File: config.mk
export PLATFORM = sky130hd
export DESIGN_NAME = rsa_core_scheduler
export DESIGN_NICKNAME = d
export VERILOG_FILES = /design/src/rtl/rsa_core_scheduler.sv
export SDC_FILE = /design/constraint.sdc
export NUM_CORES = 1
export LEC_CHECK = 0
export ABC_AREA = 0
export CAP_MARGIN = 20
export CORE_MARGIN = 5
export CORE_UTILIZATION = 40
export CTS_BUF_LIST = sky130_fd_sc_hd__clkbuf_16
export DETAILED_ROUTE_END_ITERATION = 7
export PLACE_DENSITY = 0.76
export SETUP_SLACK_MARGIN = 0.3
export SLEW_MARGIN = 20
export SYNTH_ARGS = -nofsm -noshare
export SYNTH_HDL_FRONTEND = slang
export SYNTH_SLANG_ARGS = --single-unit
File: constraint.sdc
create_clock -name clk -period 5.8 [get_ports clk]
set_clock_uncertainty 0.05 [all_clocks]
set_input_delay 1.16 -clock clk [delete_from_list [all_inputs] [get_ports clk]]
set_output_delay 1.16 -clock clk [all_outputs]
set_load 0.05 [all_outputs]
File: src/rtl/rsa_core_scheduler.sv
// rsa_core_scheduler: arbitrates two requesters onto one RSA modexp core.
// Latches the owner's operands, restarts the core, and guards each run with a watchdog.
module rsa_core_scheduler #(
    parameter int WIDTH   = 8,
    parameter int TIMEOUT = 1024
) (
    input  logic             clk,
    input  logic             rstb,
    input  logic             ena,
    input  logic [1:0]       req,
    input  logic [WIDTH-1:0] p0,
    input  logic [WIDTH-1:0] e0,
    input  logic [WIDTH-1:0] m0,
    input  logic [WIDTH-1:0] p1,
    input  logic [WIDTH-1:0] e1,
    input  logic [WIDTH-1:0] m1,
    output logic [1:0]       gnt,
    output logic [1:0]       done,
    output logic             err,
    output logic [WIDTH-1:0] result,
    output logic             core_rstb,
    output logic             core_ena,
    output logic [WIDTH-1:0] core_p,
    output logic [WIDTH-1:0] core_e,
    output logic [WIDTH-1:0] core_m,
    input  logic             core_eoc,
    input  logic [WIDTH-1:0] core_result
);
    localparam int WDW = $clog2(TIMEOUT + 1);

    typedef enum logic [3:0] {IDLE, LOAD, CORE_RST, RUN, CAPTURE, DONE} state_t;

    state_t         state;
    logic           owner;
    logic           last;
    logic [WDW-1:0] wd;
    logic           pick;
    logic [1:0]     own_oh;
    logic           in_job;

    // On a tie the requester not served last wins.
    assign pick     = (req == 2'b11) ? ~last : req[1];
    assign own_oh   = owner ? 2'b10 : 2'b01;
    assign in_job   = state inside {LOAD, CORE_RST, RUN, CAPTURE};
    assign core_ena = ena & (state == RUN);

    always_ff @(posedge clk or negedge rstb) begin
        if (!rstb) begin
            state     <= IDLE;
            owner     <= 1'b0;
            last      <= 1'b1;
            gnt       <= 2'b00;
            done      <= 2'b00;
            err       <= 1'b0;
            result    <= '0;
            core_rstb <= 1'b0;
            core_p    <= '0;
            core_e    <= '0;
            core_m    <= '0;
            wd        <= '0;
        end else if (ena) begin
            if (in_job && !req[owner]) begin
                state     <= IDLE;
                gnt       <= 2'b00;
                core_rstb <= 1'b0;
            end else begin
                case (state)
                    IDLE: begin
                        core_rstb <= 1'b0;
                        if (|req) begin
                            owner <= pick;
                            gnt   <= pick ? 2'b10 : 2'b01;
                            state <= LOAD;
                        end
                    end
                    LOAD: begin
                        core_p <= owner ? p1 : p0;
                        core_e <= owner ? e1 : e0;
                        core_m <= owner ? m1 : m0;
                        state  <= CORE_RST;
                    end
                    CORE_RST: begin
                        wd        <= '0;
                        core_rstb <= 1'b1;
                        state     <= RUN;
                    end
                    RUN: begin
                        wd <= wd + 1'b1;
                        if (core_eoc) begin
                            state <= CAPTURE;
                        end else if (wd == WDW'(TIMEOUT - 1)) begin
                            err       <= 1'b1;
                            result    <= '0;
                            done      <= own_oh;
                            core_rstb <= 1'b0;
                            state     <= DONE;
                        end
                    end
                    CAPTURE: begin
                        result    <= core_result;
                        err       <= 1'b0;
                        done      <= own_oh;
                        core_rstb <= 1'b0;
                        state     <= DONE;
                    end
                    DONE: begin
                        done      <= 2'b00;
                        last      <= owner;
                        gnt       <= 2'b00;
                        core_rstb <= 1'b0;
                        state     <= IDLE;
                    end
                    default: begin
                        gnt       <= 2'b00;
                        done      <= 2'b00;
                        core_rstb <= 1'b0;
                        state     <= IDLE;
                    end
                endcase
            end
        end
    end
endmodule
### Yosys cells after proc, flatten, opt, wreduce, memory -nomap -nowiden

Cells that the tools add are included.
W data, S select, Z words.

| cells by class | value |
|---|---|
| reduce and logical (&&, ||, !) cells | 18 |
| equality and inequality tests | 15 |
| muxes and demuxes | 30 |
| bitwise operators | 4 |
| order comparisons | 1 |
| add/subtract/negate cells | 1 |

Operators with widths:

| kind | number |
|---|---|
| $mux W8 | 5 |
| $pmux W11 S2 | 1 |
| $pmux W4 S5 | 1 |
| $mux W4 | 4 |
| $pmux W8 S2 | 1 |
| $reduce_and A3 Y1 | 5 |
| $mux W2 | 6 |
| $add A11 B1 Y11 const B | 1 |
| $eq A11 B10 Y1 const B | 1 |
| $reduce_and A5 Y1 | 2 |
| $eq A4 B2 Y1 const B | 2 |
| $eq A4 B3 Y1 const B | 2 |
| $mux W1 | 8 |
| $reduce_and A4 Y1 | 2 |
| $ne A2 B1 Y1 const B | 3 |
| $pmux W2 S3 | 1 |
| $eq A4 B1 Y1 const B | 1 |
| $logic_not A4 Y1 | 1 |
| $ne A4 B2 Y1 const B | 1 |
| $pmux W2 S2 | 1 |
| $reduce_bool A2 Y1 | 2 |
| $reduce_bool A4 Y1 | 1 |
| $reduce_or A4 Y1 | 1 |
| $ne A3 B1 Y1 const B | 1 |
| 13 further kinds | 15 |

| word-level totals | value |
|---|---|
| register bits after elaboration | 55 |
| word-level logic and storage cells | 81 |

### Depth between registers and ports, before layout

Gate-level depths: netlist of the first run.

| logic depth | value |
|---|---|
| depth in word-level cells | 6 |
| depth in mapped cells | 7 |
| mapped depth without buffers | 5 |

### Least setup slack after synthesis of the first run

Ideal clock, no wire load.

| path | value |
|---|---|
| path type | in2out |
| start | input ena |
| end | output core_ena |
| required time | 4,590 ps |
| data arrival time | 2,497 ps |
| setup slack | 2,093 ps |
| buffers on the path | 1 |
| stages | 3 |
| cell sequence | buf_2 > inv_1 > nor3_1 |

| on the way | value |
|---|---|
| word-level cells in the longest chain between the ends | 1 |

RTL lines:

| item | RTL line | text |
|---|---|---|
| start: declaration | 9 | `input logic ena,` |
| $and A1 B1 Y1 | 45 | `assign core_ena = ena & (state == RUN);` |
| end: declaration | 22 | `output logic core_ena,` |

No other way between the ends.

### Worst setup path in the final report of the first run

Ends and elaborated chain as after synthesis.

==> results of run 1 <==
[layer usage]
layer  track usage, %  wire length, um
met5                0                0
met4            3.663               40
met3            4.586              474
met1            18.91             2785
met2            25.85             3176
[sequential cells by signal, indices dropped and copies added, names as in the netlist]
register   count
wd            11
core_m         8
done           2
gnt            2
core_rstb      1
last           1
result         8
owner          1
core_e         8
state          3
err            1
core_p         8
[final timing paths]
path	start	to	slack (ps)	cells after the start
worst max register to register	state[0]$_DFFE_PN0P_	core_m[0]$_DFFE_PN0P_	3020	5
worst min register to register	core_p[4]$_DFFE_PN0P_	core_p[4]$_DFFE_PN0P_	430	2
worst min-delay path	core_p[4]$_DFFE_PN0P_	core_p[4]$_DFFE_PN0P_	430	2
max in group asynchronous	rstb	wd[0]$_DFFE_PN0P_	4290	2
min in group asynchronous	rstb	core_m[7]$_DFFE_PN0P_	940	2
worst max-delay path	ena	core_ena	1550	4
[per-stage QoR]
| stage | worst slack [ps] | total power (W) | area [um2] |
|---|---|---|---|
| final | 1547 | 0.002113 | 3965 |
| after floorplan | 2093 | 0.001422 | 2760 |
| after detailed placement | 1541 | 0.001800 | 3795 |
| after CTS | 1547 | 0.002140 | 3961 |
| after global placement | 1554 | 0.001778 | 3795 |
| after global routing | 1452 | 0.002245 | 3965 |
[cell usage in the layout (no fill, tap or decap), types with 2 or more instances in the layout]
| master | Yosys | layout |
|---|---|---|
| sky130_fd_sc_hd__o21ai_0 | 8 | 8 |
| sky130_fd_sc_hd__a311o_1 | 2 | 2 |
| sky130_fd_sc_hd__clkdlybuf4s50_1 | 0 | 99 |
| sky130_fd_sc_hd__a211o_1 | 2 | 2 |
| sky130_fd_sc_hd__nor3_1 | 4 | 4 |
| sky130_fd_sc_hd__nand3_1 | 8 | 8 |
| sky130_fd_sc_hd__clkbuf_16 | 0 | 5 |
| sky130_fd_sc_hd__or3_1 | 5 | 5 |
| sky130_fd_sc_hd__and3_1 | 2 | 2 |
| sky130_fd_sc_hd__o21ai_1 | 34 | 34 |
| sky130_fd_sc_hd__mux2_2 | 2 | 2 |
| sky130_fd_sc_hd__buf_4 | 0 | 4 |
| sky130_fd_sc_hd__or2_2 | 2 | 2 |
| sky130_fd_sc_hd__o31ai_1 | 2 | 2 |
| sky130_fd_sc_hd__nor3b_1 | 2 | 2 |
| sky130_fd_sc_hd__nand2b_1 | 4 | 4 |
| sky130_fd_sc_hd__nand4_1 | 3 | 3 |
| sky130_fd_sc_hd__nand2_1 | 43 | 43 |
| sky130_fd_sc_hd__nor4b_1 | 2 | 2 |
| sky130_fd_sc_hd__and2_0 | 2 | 2 |
| sky130_fd_sc_hd__nor2_1 | 6 | 6 |
| sky130_fd_sc_hd__mux2i_1 | 35 | 35 |
| sky130_fd_sc_hd__dfrtp_1 | 53 | 53 |
| sky130_fd_sc_hd__inv_1 | 13 | 14 |
| sky130_fd_sc_hd__a22o_1 | 7 | 7 |
[kinds of logic after synthesis]
logic type | after synthesis | synth area share [%]
compound gates | 65 | 14.64
fa+ha+maj | 2 | 0.8159
buf+inv | 33 | 5.077
flops | 54 | 49.00
mux | 38 | 13.92
simple gates | 91 | 16.55
[layout make-up]
class	count	share of cell area, %
clock buffer	5	3.156
clock inverter	3	1.041
inverter	13	1.231
multi-input combinational	196	32.06
sequential	54	34.11
tap	80	2.524
timing repair buffer	104	25.88
[worst register-to-register path, stage by stage (launching register included)]
cell                      delay, ps
sky130_fd_sc_hd__dfrtp_1        880
sky130_fd_sc_hd__or3b_1         440
sky130_fd_sc_hd__or3_1          740
sky130_fd_sc_hd__buf_4          410
sky130_fd_sc_hd__nand2_1         90
sky130_fd_sc_hd__o21ai_1         60
[report_power, final]
group / internal, W / switching [W] / leakage (nW)
sequential: 0.000526 / 0.000127 / 0.677
clock: 0.000202 / 0.000127 / 0.0812
combinational: 0.000418 / 0.000714 / 0.964
==> metrics.md, run 1 <==
| Metric | Value |
|---|---|
| Number of synthesized flops with an enable pin | 0 |
| Synth Instances | 283 |
| CTS tree | yes |
| Crit path buffers/inverters | 3 |
| Setup crit end kind | primary output |
| Transition time at the pin with the least slew margin | 1028 ps |
| Count of buffers from port buffering | 100 |
| First-pass iteration count of the detailed router | 4 |
| Async set or reset register ratio after synthesis | 100.0% |
| Number of levels the H-tree was split into | 2 |
| Period utilization | 73.33% |
| Sum of overflow across all layers after global routing | 0 |
| Hold_buf cts | 0 |
| Area share of the largest cell type after synthesis | 48.05% |
| Predominant post-synthesis flop cell | sky130_fd_sc_hd__dfrtp_1 |
| Fmax achieved | 0.2351 GHz |
| Antenna violations before repair | 0 |
| # Max-Cap Violations | 0 |
| Routed vias/inst | 5.143 |
| Fraction of layout instances using a drive strength above 1 | 5.067% |
| Final wirelength | 6477 um |
| Sequential element share of the synthesized area | 49.00% |
| Aggregate negative setup slack | 0 ps |
| Wire per inst | 14.24 um |
| Effective utilization at floorplan | 40.85% |
| Area occupied by registers | 0.001353 mm2 |
| Required arrival time at the worst endpoint | 4590 ps |
| Number of fill cells | 623 |
| Number of CTS-inserted buffers | 5 |
| Type of the tightest min-delay check | register to register |
| Placed Cells | 447 |
| Antenna diodes | 0 |
| Arrival time of the worst setup path | 3040 ps |
| Standard cell with the maximum stage delay on the critical path | sky130_fd_sc_hd__clkdlybuf4s50_1 |
| Cell seen most often among critical-path stages | sky130_fd_sc_hd__clkdlybuf4s50_1 |
| Iteration-0 DRC count of the detailed router | 64 |
| First-pass GRT wire length | 10770 um |
| Die Y-Extent | 93.07 um |
| Stage delay of the slowest cell on the critical path | 840 ps |
| Cell family with most CP delay | buffers and inverters |
| Power per standard cell area | 533.0 mW/mm2 |
| Maximum number of pins on one net before global-route repair | 55 |
| Dominant cell by count in the synthesized netlist | sky130_fd_sc_hd__dfrtp_1 |
| Minimum clock period | 4253 ps |
| Largest area contributor in the synthesized netlist | sky130_fd_sc_hd__dfrtp_1 |
| Core area | 0.006756 mm2 |
| Normalized max-slew margin | 31.48% |
| Floorplan die width | 93.07 um |
| Total vias in the final route | 2340 |
| Die Footprint | 0.008662 mm2 |
| Number of nets in the final layout | 437 |
| # setup viols final | 0 |
| Number of distinct standard cells referenced by the synthesized netlist | 48 |
| Post-synthesis area per instance | 9.753 um2 |
| Cell types with the highest counts after synthesis | sky130_fd_sc_hd__dfrtp_1, sky130_fd_sc_hd__nand2_1, sky130_fd_sc_hd__mux2i_1 |
| Area added between synthesis and finish | 43.65% |
| Syn nets | 346 |
| Post-CTS clock slew at the launch and capture registers of the worst setup and hold paths | 70 ps |
| Max-slew violation count | 0 |
| Post-synthesis instance area | 0.002760 mm2 |
| FP Rows | 30 |
| Root Driver | sky130_fd_sc_hd__clkbuf_16 |
| Via count of the first global-routing pass | 2261 |
| Critical path start-end classification | input port to primary output |
| Total GRT Usage | 15.20% |
| Launching element type of the critical path | input port |
| Leakage Power | 1.722 nW |
| Peak ir drop on the vdd network | 0.2373 mV |
| Number of remaining DRC errors | 0 |
| ANT nets after route | 0 |
| Post-Layout Cell Count | 455 |
| Placer congestion estimate | 0.7678 |
| Sinks on the clock net | 54 |
| Post-CTS setup buffer count | 0 |
| Fin util | 58.69% |
| Flip-flop and latch count after synthesis | 54 |
| Total number of yosys warnings | 0 |
| RSZ-0062 raised after global routing | false |
| Clk Latency, worst-skew pair | 290 ps |
| Deepest clock path buffer count | 2 |
| Cell types with the largest area share after synthesis | sky130_fd_sc_hd__dfrtp_1, sky130_fd_sc_hd__mux2i_1, sky130_fd_sc_hd__o21ai_1 |
| Worst Hold Margin | 433.8 ps |
| Multi-input combinational cell area | 0.001271 mm2 |
| Resize count post-CTS | 0 |
| CP Max Fanout | 10 |
| Run status | completed |
| Number of hold violations in the final report | 0 |
| Sum of net half-perimeters after detailed placement | 4696 um |
| Ordered list of cells on the worst path | clkdlybuf4s50_1, inv_1, nor3_1, clkdlybuf4s50_1 |
| I/O pins | 101 |
Note: power is estimated with default switching activity, not from simulation.
==> run 2: changes to the inputs <==
- PLACE_DENSITY: 0.76 -> 0.79
- clock period: 5.8 -> 3.5 ns (I/O delays scaled with it)
==> metrics.md, run 2 (synthesis gave the netlist of run 1 again) <==
| Metric | Value |
|---|---|
| First-pass GRT wire length | 10800 um |
| Number of flip-flops in the largest register | 11 |
| Number of CTS-inserted buffers | 5 |
| Aggregate negative setup slack | 0 ps |
| Fraction of layout instances using a drive strength above 1 | 5.053% |
| Arrival time of the worst setup path | 2010 ps |
| RSZ-0062 raised after global routing | false |
| Sum of net half-perimeters after detailed placement | 4758 um |
| Hold_buf cts | 0 |
| Multi-input combinational cell area | 0.001267 mm2 |
| Count of buffers from port buffering | 100 |
| Iteration-0 DRC count of the detailed router | 93 |
| Transition time at the pin with the least slew margin | 867.0 ps |
| Number of hold violations in the final report | 0 |
| Post-CTS clock slew at the launch and capture registers of the worst setup and hold paths | 70 ps |
| First-pass iteration count of the detailed router | 4 |
| Number of fill cells | 578 |
| Setup crit end kind | primary output |
| Type of the tightest min-delay check | register to register |
| Leading cell types in the layout, fill and taps excluded | sky130_fd_sc_hd__clkdlybuf4s50_1, sky130_fd_sc_hd__dfrtp_1, sky130_fd_sc_hd__nand2_1 |
| Launching element type of the critical path | input port |
| Routed vias/inst | 5.171 |
| Number of nets in the final layout | 438 |
| Area added between synthesis and finish | 42.79% |
| Period utilization | 78.73% |
| Die Y-Extent | 93.07 um |
| Least setup slack across all paths after layout | 744.4 ps |
| Worst reg-to-reg setup slack | 1050 ps |
| Timing startpoint of the critical path | ena |
| Sum of overflow across all layers after global routing | 0 |
| Last element of the critical path | core_ena |
| Largest register by flop count | wd |
| Resize count post-CTS | 0 |
| Floorplan die width | 93.07 um |
| Placer congestion estimate | 0.7823 |
| Cell family with most CP delay | buffers and inverters |
| Number of remaining DRC errors | 0 |
| # setup viols final | 0 |
| Antenna violations before repair | 0 |
| Area occupied by registers | 0.001353 mm2 |
| Critical path start-end classification | input port to primary output |
| Effective utilization at floorplan | 40.85% |
| Post-route cell area | 0.003941 mm2 |
| FF-to-FF End | state[1]$_DFFE_PN0P_ |
| Root Driver | sky130_fd_sc_hd__clkbuf_16 |
| Leakage Power | 1.717 nW |
| Die Footprint | 0.008662 mm2 |
| Minimum clock period | 2756 ps |
| Clk Latency, worst-skew pair | 290 ps |
| ANT nets after route | 0 |
| Core area | 0.006756 mm2 |
| Via count of the first global-routing pass | 2298 |
| Peak ir drop on the vdd network | 0.3841 mV |
| Crit Reg-Reg Startpoint | state[0]$_DFFE_PN0P_ |
| Setup slack after placement | 626.7 ps |
| FP Rows | 30 |
| Cell area after placement | 0.003800 mm2 |
| Maximum number of pins on one net before global-route repair | 55 |
| Normalized max-slew margin | 42.20% |
| CTS tree | yes |
| Crit path buffers/inverters | 3 |
| Crit path depth | 4 |
| CP Max Fanout | 10 |
| Total GRT Usage | 15.45% |
| Wire per inst | 14.47 um |
| Required arrival time at the worst endpoint | 2750 ps |
| Standard cell with the maximum stage delay on the critical path | sky130_fd_sc_hd__clkdlybuf4s50_1 |
| Fmax achieved | 0.3629 GHz |
| Max-slew violation count | 0 |
| I/O pins | 101 |
| Commonest non-fill, non-tap cell in the layout | sky130_fd_sc_hd__clkdlybuf4s50_1 |
| Deepest clock path buffer count | 2 |
| Run status | completed |
| Final wirelength | 6600 um |
| Sinks on the clock net | 54 |
| Number of levels the H-tree was split into | 2 |
| Ordered list of cells on the worst path | clkdlybuf4s50_1, inv_1, nor3_1, buf_4 |
| Antenna diodes | 0 |
| Post-CTS setup buffer count | 0 |
| Power per standard cell area | 872.2 mW/mm2 |
| Stage delay of the slowest cell on the critical path | 670 ps |
| Total vias in the final route | 2358 |
| Fin util | 58.33% |
| Number of cells on the worst reg-to-reg path | 5 |
| # Max-Cap Violations | 0 |
run 2: final cells by class:
| class | count | share of cell area [%] |
|---|---|---|
| Tap cell | 80 | 2.540 |
| Clock buffer | 5 | 3.175 |
| Multi-Input combinational cell | 196 | 32.16 |
| Clock inverter | 3 | 0.4127 |
| Timing Repair Buffer | 105 | 26.16 |
| Sequential cell | 54 | 34.32 |
| Inverter | 13 | 1.238 |
run 2: worst min path at each step:
| stage | start | end | slack (ps) | cells after the start |
|---|---|---|---|---|
| 2_1_floorplan | rstb | core_e[0]$_DFFE_PN0P_ | 350 | 0 |
| 4_1_cts | core_e[4]$_DFFE_PN0P_ | core_e[4]$_DFFE_PN0P_ | 440 | 2 |
| 6_report | core_e[4]$_DFFE_PN0P_ | core_e[4]$_DFFE_PN0P_ | 430 | 2 |
| 3_5_place_dp | core_p[7]$_DFFE_PN0P_ | core_p[7]$_DFFE_PN0P_ | 430 | 2 |
| 3_3_place_gp | core_e[5]$_DFFE_PN0P_ | core_e[5]$_DFFE_PN0P_ | 420 | 2 |
| 5_1_grt | core_p[7]$_DFFE_PN0P_ | core_p[7]$_DFFE_PN0P_ | 460 | 2 |
run 2: worst min-delay path, delay by kind of cell (launching register included):
| family | cells | cell delay [ps] |
|---|---|---|
| DFF | 1 | 340 |
| AOI/OAI and AO/OA | 1 | 60 |
| and+or+nand+nor | 1 | 50 |
run 2: layer usage:
layer	GRT usage (%)	wire length, um	vias to the layer above
li1	-	-	1180
met1	19.18	2723	1100
met2	25.61	3243	72
met3	4.907	551	6
met4	4.762	82	0
met5	0	0	-
run 2: power by group:
part / total, W / internal [W] / switching [W]
registers: 0.00109 / 0.000871 / 0.000218
clock network: 0.000473 / 0.000262 / 0.000212
logic: 0.00188 / 0.000693 / 0.00118
run 2: metrics by stage:
step | hold WS, ps | power (W) | instances
after floorplan | 354.4 | 0.002356 | 283
final | 432.0 | 0.003437 | 456
after detailed placement | 425.1 | 0.002992 | 448
after global routing | 464.3 | 0.003657 | 456
after global placement | 415.8 | 0.002952 | 448
after CTS | 440.4 | 0.003479 | 456
==> run 3: changes to the inputs <==
- clock period: 3.5 -> 2.4 ns (I/O delays scaled with it)
==> metrics.md, run 3 (synthesis gave the netlist of run 1 again) <==
| Metric | Value |
|---|---|
| Leading cell types in the layout, fill and taps excluded | sky130_fd_sc_hd__clkdlybuf4s50_1, sky130_fd_sc_hd__dfrtp_1, sky130_fd_sc_hd__nand2_1 |
| Wire per inst | 14.62 um |
| FP Rows | 30 |
| Aggregate negative setup slack | 0 ps |
| Share of power burned in combinational logic | 56.4% |
| Routed vias/inst | 5.184 |
| Fraction of layout instances using a drive strength above 1 | 7.592% |
| Detailed-routed wire length on met3 | 557 um |
| Deepest clock path buffer count | 2 |
| Root Driver | sky130_fd_sc_hd__clkbuf_16 |
| Effective utilization at floorplan | 40.85% |
| Number of fill cells | 602 |
| Count of buffers from port buffering | 100 |
| Post-Layout Cell Count | 462 |
| Stage delay of the slowest cell on the critical path | 490 ps |
| Number of hold violations in the final report | 0 |
| Placer congestion estimate | 0.7958 |
| Hold_buf cts | 0 |
| ANT nets after route | 0 |
| Power per standard cell area | 1255 mW/mm2 |
| CP Max Fanout | 5 |
| Largest register by flop count | wd |
| Die Y-Extent | 93.07 um |
| Post-CTS clock slew at the launch and capture registers of the worst setup and hold paths | 60 ps |
| Top layer in use | met4 |
| Type of the tightest min-delay check | input port to async pin |
| Standard cell with the maximum stage delay on the critical path | sky130_fd_sc_hd__clkdlybuf4s50_1 |
| Core area | 0.006756 mm2 |
| Normalized max-slew margin | 61.16% |
| Critical path start-end classification | input port to primary output |
| Number of nets in the final layout | 446 |
| Period utilization | 84.80% |
| Iteration-0 DRC count of the detailed router | 70 |
| Minimum clock period | 2035 ps |
| Cell family with most CP delay | buffers and inverters |
| Sum of net half-perimeters after detailed placement | 5193 um |
| NetSw | 0.002356 W |
| Setup crit end kind | primary output |
| Via count of the first global-routing pass | 2412 |
| Run status | completed |
| Post-CTS setup buffer count | 0 |
| Floorplan die width | 93.07 um |
| RSZ-0062 raised after global routing | false |
| Total GRT Usage | 16.13% |
| Share of total power in the clock network | 13.1% |
| Ordered list of cells on the worst path | clkdlybuf4s50_1, inv_1, nor3_2, buf_12 |
| Sinks on the clock net | 54 |
| Number of levels the H-tree was split into | 2 |
| Peak ir drop on the vdd network | 0.4984 mV |
| # Max-Cap Violations | 0 |
| Arrival time of the worst setup path | 1510 ps |
| Placed Cells | 456 |
| Multi-input combinational cell area | 0.001282 mm2 |
| I/O pins | 101 |
| Routed metal-1 wirelength | 2755 um |
| Fmax achieved | 0.4913 GHz |
| Leakage Power | 1.766 nW |
| Number of flip-flops in the largest register | 11 |
| Antenna diodes | 0 |
| First-pass iteration count of the detailed router | 4 |
| Internal Power | 0.002705 W |
| Commonest non-fill, non-tap cell in the layout | sky130_fd_sc_hd__clkdlybuf4s50_1 |
| CTS tree | yes |
| Total vias in the final route | 2395 |
| First-pass GRT wire length | 11290 um |
| Transition time at the pin with the least slew margin | 577.7 ps |
| Launching element type of the critical path | input port |
| Area added between synthesis and finish | 46.06% |
| Crit path buffers/inverters | 3 |
| Clk Latency, worst-skew pair | 280 ps |
| Required arrival time at the worst endpoint | 1870 ps |
| Max-slew violation count | 0 |
| Resize count post-CTS | 0 |
| Relative contribution of sequential cells to total power | 30.5% |
| Sum of overflow across all layers after global routing | 0 |
| Worst reg-to-reg setup slack | 420 ps |
| Area occupied by registers | 0.001353 mm2 |
| # setup viols final | 0 |
| Number of remaining DRC errors | 0 |
| Die Footprint | 0.008662 mm2 |
| Switching fraction of total power | 46.55% |
| Number of CTS-inserted buffers | 5 |
| Routed length on met2 | 3309 um |
| Final wirelength | 6756 um |
| Maximum number of pins on one net before global-route repair | 50 |
| Antenna violations before repair | 0 |
[run 3: worst paths after layout]
path,from,to,cells after the start
setup / recovery,ena,core_ena,4
hold / removal,rstb,core_e[0]$_DFFE_PN0P_,1
setup reg to reg,state[2]$_DFFE_PN0P_,result[1]$_DFFE_PN0P_,5
hold reg to reg,core_e[3]$_DFFE_PN0P_,core_e[3]$_DFFE_PN0P_,2
max in group asynchronous,rstb,result[5]$_DFFE_PN0P_,2
min in group clk,core_e[3]$_DFFE_PN0P_,core_e[3]$_DFFE_PN0P_,2
[run 3: power by group through the flow]
| stage | Combinational (W) | Sequential, W | Clock, W |
|---|---|---|---|
| floorplan | 0.000948 | 0.00249 | 0 |
| global placement | 0.00283 | 0.00154 | 0 |
| detailed placement | 0.00288 | 0.00156 | 0 |
| CTS | 0.00288 | 0.00155 | 0.000687 |
| global route | 0.00306 | 0.00161 | 0.000723 |
| finish | 0.00286 | 0.00154 | 0.000661 |
[run 3: stage by stage]
stage / hold slack [ps] / cell area, um2 / setup slack, ps / total power, W / util [%]
after floorplan: 134.4 / 2765 / 418.9 / 0.003440 / -
after global placement: 416.6 / 3890 / 120.6 / 0.004370 / 57.57
after detailed placement: 425.9 / 3890 / 21.16 / 0.004437 / 57.57
after CTS: 123.8 / 4019 / 326.4 / 0.005117 / 59.48
after global routing: 146.7 / 4031 / 305.5 / 0.005390 / 59.67
final: 104.8 / 4031 / 364.8 / 0.005061 / 59.67
[run 3: layout make-up]
cell class / instances / share of cell area [%]
flip-flops and latches: 54 / 33.55
clock buffers: 5 / 3.104
clock inverters: 1 / 0.09311
inverters: 13 / 1.210
multi-input cells: 196 / 31.81
repair buffers: 113 / 27.75
well taps: 80 / 2.483
[run 3: routing by layer]
layer  GRT usage [%]  up-vias
met5               0        -
met4           5.372        0
met3           5.632       10
met2           27.35       77
met1           19.04     1117
li1                -     1191
